File: config.mk
export PLATFORM = sky130hd
export DESIGN_NAME = rotary_quad_gen
export DESIGN_NICKNAME = d
export VERILOG_FILES = /design/src/rtl/rotary_quad_gen.sv
export SDC_FILE = /design/constraint.sdc
export NUM_CORES = 1
export LEC_CHECK = 0
export CORE_ASPECT_RATIO = 0.5
export CORE_MARGIN = 2
export CORE_UTILIZATION = 39
export CTS_BUF_LIST = sky130_fd_sc_hd__clkbuf_4 sky130_fd_sc_hd__clkbuf_8
export DETAILED_ROUTE_END_ITERATION = 10
export PLACE_DENSITY = 0.55
export SLEW_MARGIN = 15
export SYNTH_ARGS = -nofsm -noshare
export SYNTH_HDL_FRONTEND = slang
export SYNTH_SLANG_ARGS = --single-unit
File: constraint.sdc
create_clock -name clk -period 3.31 [get_ports clk]
set_input_delay 0.993 -clock clk [delete_from_list [all_inputs] [get_ports clk]]
set_output_delay 0.993 -clock clk [all_outputs]
set_load 0.02 [all_outputs]
File: src/rtl/rotary_quad_gen.sv
// rtl/rotary_quad_gen.sv - rotary-encoder emulator driving a Gray-code quadrature pair
// Optional contact bounce on every phase edge: define ROTGEN_BOUNCE_EN.
module rotary_quad_gen #(
  parameter int STEP_CYCLES    = 1000,
  parameter int PEND_W         = 4,
  parameter int BOUNCE_TOGGLES = 2
) (
  input  logic                     clk,
  input  logic                     reset_n,
  input  logic                     step_cw,
  input  logic                     step_ccw,
  output logic [1:0]               rotary_out,
  output logic                     busy,
  output logic signed [PEND_W-1:0] pending,
  output logic                     detent_done,
  output logic                     overflow
);

  localparam int CNT_W = (STEP_CYCLES > 1) ? $clog2(STEP_CYCLES) : 1;
  localparam logic [CNT_W-1:0] CNT_LAST = CNT_W'(STEP_CYCLES - 1);
  localparam int EXT_W = PEND_W + 2;
  localparam logic signed [EXT_W-1:0] P_MAX = EXT_W'((1 << (PEND_W - 1)) - 1);
  localparam logic signed [EXT_W-1:0] P_MIN = -P_MAX;

  typedef enum logic [1:0] {
    S_IDLE  = 2'd0,
    S_MOVE  = 2'd1,
    S_DWELL = 2'd2
  } state_t;

  state_t                    r_state, w_state_nxt;
  logic [1:0]                r_ph, w_ph_nxt;
  logic [CNT_W-1:0]          r_cnt, w_cnt_nxt;
  logic                      r_dir_cw, w_dir_nxt;
  logic [1:0]                r_out, w_out_nxt;
  logic                      r_done, w_done_nxt;
  logic signed [PEND_W-1:0]  r_pend, w_pend_nxt;
  logic                      r_ovf, w_ovf_nxt;
  logic                      w_start;
  logic                      w_cnt_last;
  logic signed [EXT_W-1:0]   w_pend_ext, w_delta, w_consume, w_sum;

  // Anticlockwise is the clockwise sequence with A and B swapped.
  function automatic logic [1:0] phase_code(input logic dir_cw, input logic [1:0] ph);
    logic [1:0] code;
    case (ph)
      2'd0:    code = 2'b11;
      2'd1:    code = 2'b10;
      2'd2:    code = 2'b00;
      default: code = 2'b01;
    endcase
    return dir_cw ? code : {code[0], code[1]};
  endfunction

  assign w_start    = (r_state == S_IDLE) && (r_pend != '0);
  assign w_cnt_last = (r_cnt == CNT_LAST);

  // Request and consume are summed at full width before saturation.
  always_comb begin
    w_pend_ext = {{2{r_pend[PEND_W-1]}}, r_pend};
    w_delta    = '0;
    if (step_cw && !step_ccw) begin
      w_delta = EXT_W'(1);
    end else if (!step_cw && step_ccw) begin
      w_delta = '1;
    end
    w_consume = '0;
    if (w_start) begin
      w_consume = r_pend[PEND_W-1] ? '1 : EXT_W'(1);
    end
    w_sum      = w_pend_ext + w_delta - w_consume;
    w_pend_nxt = w_sum[PEND_W-1:0];
    w_ovf_nxt  = r_ovf;
    if (w_sum > P_MAX) begin
      w_pend_nxt = P_MAX[PEND_W-1:0];
      w_ovf_nxt  = 1'b1;
    end else if (w_sum < P_MIN) begin
      w_pend_nxt = P_MIN[PEND_W-1:0];
      w_ovf_nxt  = 1'b1;
    end
  end

  always_comb begin
    w_state_nxt = r_state;
    w_ph_nxt    = r_ph;
    w_cnt_nxt   = r_cnt;
    w_dir_nxt   = r_dir_cw;
    w_out_nxt   = r_out;
    w_done_nxt  = 1'b0;
    case (r_state)
      S_IDLE: begin
        if (w_start) begin
          w_dir_nxt   = ~r_pend[PEND_W-1];
          w_ph_nxt    = 2'd1;
          w_cnt_nxt   = '0;
          w_out_nxt   = phase_code(~r_pend[PEND_W-1], 2'd1);
          w_state_nxt = S_MOVE;
        end
      end
      S_MOVE: begin
        if (w_cnt_last) begin
          w_cnt_nxt = '0;
          if (r_ph == 2'd3) begin
            w_ph_nxt    = 2'd0;
            w_out_nxt   = 2'b11;
            w_done_nxt  = 1'b1;
            w_state_nxt = S_DWELL;
          end else begin
            w_ph_nxt  = r_ph + 2'd1;
            w_out_nxt = phase_code(r_dir_cw, r_ph + 2'd1);
          end
        end else begin
          w_cnt_nxt = r_cnt + 1'b1;
        end
      end
      S_DWELL: begin
        if (w_cnt_last) begin
          w_cnt_nxt   = '0;
          w_state_nxt = S_IDLE;
        end else begin
          w_cnt_nxt = r_cnt + 1'b1;
        end
      end
      default: begin
        w_cnt_nxt   = '0;
        w_ph_nxt    = 2'd0;
        w_out_nxt   = 2'b11;
        w_state_nxt = S_IDLE;
      end
    endcase
  end

  always_ff @(posedge clk or negedge reset_n) begin
    if (!reset_n) begin
      r_state  <= S_IDLE;
      r_ph     <= 2'd0;
      r_cnt    <= '0;
      r_dir_cw <= 1'b1;
      r_out    <= 2'b11;
      r_done   <= 1'b0;
      r_pend   <= '0;
      r_ovf    <= 1'b0;
    end else begin
      r_state  <= w_state_nxt;
      r_ph     <= w_ph_nxt;
      r_cnt    <= w_cnt_nxt;
      r_dir_cw <= w_dir_nxt;
      r_out    <= w_out_nxt;
      r_done   <= w_done_nxt;
      r_pend   <= w_pend_nxt;
      r_ovf    <= w_ovf_nxt;
    end
  end

`ifdef ROTGEN_BOUNCE_EN
  localparam int BOUNCE_W = 2 * BOUNCE_TOGGLES;

  logic [1:0] r_prev;
  logic       w_bounce;

  always_ff @(posedge clk or negedge reset_n) begin
    if (!reset_n) begin
      r_prev <= 2'b11;
    end else if (w_out_nxt != r_out) begin
      r_prev <= r_out;
    end
  end

  // Odd cycles inside the bounce window show the pre-edge level again.
  assign w_bounce   = (r_state != S_IDLE) && (int'(r_cnt) < BOUNCE_W) && r_cnt[0];
  assign rotary_out = w_bounce ? r_prev : r_out;
`else
  assign rotary_out = r_out;
`endif

  assign busy        = (r_state != S_IDLE);
  assign pending     = r_pend;
  assign detent_done = r_done;
  assign overflow    = r_ovf;

endmodule

==> results.toml <==
[placed_design]
dpl.cell_count = 230
hpwlAfterDp_um = 2240
port-buffer-count = 12
gp_congestion = 0.771

[sta]
setup_violations = 0
hold_viol = 0
skew_ps = 1.25
period_needed_ps = 3120
maxSlewHeadroom = 0.642
hold_ws_ps = 496
fmax_mhz = 321
slew_violations = 0
finalCritPeriodShare = 0.941
tightest_slew_ps = 538
rsz0062_at_grt = "false"

[synth]
yosysWarnings = 0
synth_enable_flop_cells = 0
syn_nets = 181
ys_seq_area_frac = 0.385
synth_cells = 160
synth_cell_types = 39
yosys_register_bits = 23
syn_area_um2 = 1510
syn_avg_cell_area_um2 = 9.42
synthArstFlopShare = 1.00
ys.flop_type = "dfrtp_1"

[min_path]
hold_depth = 2
hold_class = "register to register"

[detailed_routing]
wl_per_cell_um = 12.5
routed_wirelength_um = 2950
viasPerCell = 4.96
postRouteAntennaNets = 0
vias = 1176
first_pass_iters = 4
drt_iter0_markers = 49
route.detailed.drc = 0

[floorplan]
die_x_um = 91.9
row_count = 15
die_area_um2 = 4410
fp.dieH_um = 47.9
start_util = 0.422
ioPinCount = 13
core-area_um2 = 3570

[clock_network]
cts_buffer_depth = 2
insertion_delay_ps = 260
cts_tree = "built"
cts_root_buf = "clkbuf_8"
numCtsBuffers = 3
h-tree-depth = 1
clkSinkCount = 23
path_clk_slew_ps = 80
cts-hold-fix-buffers = 0

[critical_path]
reg2reg_depth = 14
required_ps = 3460
cp-start-kind = "primary input"
cp-end-kind = "register"
cp.arrival_ps = 3270
path_max_fanout = 2
path_class = "primary input to register"

[pwr]
p_sw_uw = 892
total_power_mw = 2.13
clock_power_share = 0.085
combinationalPowerShare = 0.703
p_int_mw = 1.24
peakVddDrop_uv = 828
switching_share = 0.418
seqPwrFrac = 0.212
p_per_area_nw_per_um2 = 1150
power_leakage_nw = 0.825

[run]
cap_violations = 0

[layout]
n_antenna_cell = 0
drive_gt1_frac = 0.199
fin_nets = 208
fillerInstances = 344
fin_util = 0.522
stdcell_count = 237
seq_area_um2 = 579
synthToLayoutAreaGrowth_pct = 23.7
multi_input_area_um2 = 896

[global_route]
grt_max_degree = 24
grt_remaining_overflow = 0
grt_pass1_wl_um = 5160
antenna_found_initial = 0
grt_util_all_layers = 0.153
first_global_vias = 1121

[outcome]
outcome = "finished, final reports clean"
[worst max-delay path, stage by stage]
cell and delay, ps:
dlygate4sd2_1 240, inv_2 70, ha_4 210, ha_4 250, inv_1 30, ha_2 170
buf_4 130, buf_4 120, a211o_1 310, o21ai_1 110, xnor2_1 110, or2_4 260
o32a_1 280
[final timing paths]
kind	start	end	slack, ps
max in group asynchronous	reset_n	r_dir_cw	1950
min in group asynchronous	reset_n	r_ph[1]	1080
min reg2reg	r_ph[1]	r_ph[1]	500
max reg2reg	r_state[1]	overflow	310
max	step_cw	overflow	190
min	r_ph[1]	r_ph[1]	500
[final cells by class]
class,instances,area share
flip-flops and latches,23,0.311
well taps,51,0.0343
inverters,16,0.0322
clock buffers,4,0.0262
repair buffers,25,0.116
multi-input cells,118,0.481
[through the flow]
stage	worst slack, ps	setup TNS (ps)	instance area (um2)
floorplan	19.7	0	1510
CTS	195	0	1860
global placement	-477	-1570	1750
global route	90.0	0	1860
detailed placement	-518	-1800	1750
finish	194	0	1860
[routing by layer]
layer	up-vias	part of all wire	track usage
met1	559	0.53	0.211
met3	5	0.018	0.0299
met5	-	0	0
met2	9	0.44	0.254
li1	603	-	-
met4	0	0.0078	0.0418
[placed cells by master (no fill, tap or decap), drive strengths merged]
cell type | Yosys | layout
o21ai | 11 | 11
o211ai | 1 | 1
nor2b | 2 | 2
and2b | 1 | 1
a211o | 2 | 2
o31ai | 2 | 2
xor2 | 6 | 6
nand3 | 3 | 3
fa | 3 | 3
clkbuf | 1 | 4
a31oi | 1 | 1
o22ai | 1 | 1
nand2 | 14 | 14
nor4 | 1 | 1
dfrtp | 20 | 20
or2 | 1 | 1
nand4 | 4 | 4
clkdlybuf4s50 | 0 | 10
inv | 16 | 16
ha | 14 | 14
a22oi | 2 | 2
mux2 | 2 | 2
a21o | 3 | 3
nand2b | 2 | 2
buf | 2 | 13
nor3 | 4 | 4
dfstp | 3 | 3
a31o | 1 | 1
o21bai | 1 | 1
and2 | 1 | 1
dlygate4sd2 | 0 | 2
xnor2 | 5 | 5
a21oi | 10 | 10
o32a | 2 | 2
nand4b | 1 | 1
or3 | 2 | 2
nor2 | 15 | 15
[kinds of logic after synthesis]
logic type      share of synthesized area
xor+xnor                           0.0640
flops                               0.385
mux                                0.0174
buf+inv                            0.0532
fa+ha+maj                           0.156
compound gates                      0.159
simple gates                        0.165
[Yosys cell counts (2+ instances only)]
cell type	n	area share
a21o_1	3	0.015
a21oi_1	10	0.033
a22oi_1	2	0.010
dfrtp_1	20	0.33
dfstp_2	3	0.052
fa_1	3	0.040
ha_1	14	0.12
inv_1	16	0.040
nand2_1	14	0.035
nand2b_1	2	0.0083
nand3_1	3	0.010
nand4_1	4	0.017
nor2_1	15	0.037
nor2b_1	2	0.0083
nor3_1	4	0.013
o21ai_0	9	0.030
o21ai_1	2	0.0066
o31ai_1	2	0.010
o32a_1	2	0.013
or3_1	2	0.0083
xnor2_1	5	0.029
xor2_1	6	0.035
[what timing repair did]
item | in CTS | in global routing
gates resized for setup | 13 | 0
setup buffers | 3 | 0
setup endpoints to repair | 4 | 0
[power by group through the flow]
stage          Sequential [mW]  Combinational, mW  Clock [mW]
4_1_cts                  0.453               1.50       0.190
3_5_place_dp             0.458               1.30           0
5_1_grt                  0.465               1.68       0.202
6_report                 0.452               1.50       0.181
2_1_floorplan            0.480              0.886           0
3_3_place_gp             0.459               1.28           0
[sequential cells by signal (all words and copies together) (netlist names)]
| name | flops |
|---|---|
| overflow | 1 |
| r_ph | 2 |
| pending | 4 |
| rotary_out | 2 |
| r_cnt | 10 |
| detent_done | 1 |
| r_dir_cw | 1 |
| r_state | 2 |
Power figures use the tool's default switching activity.
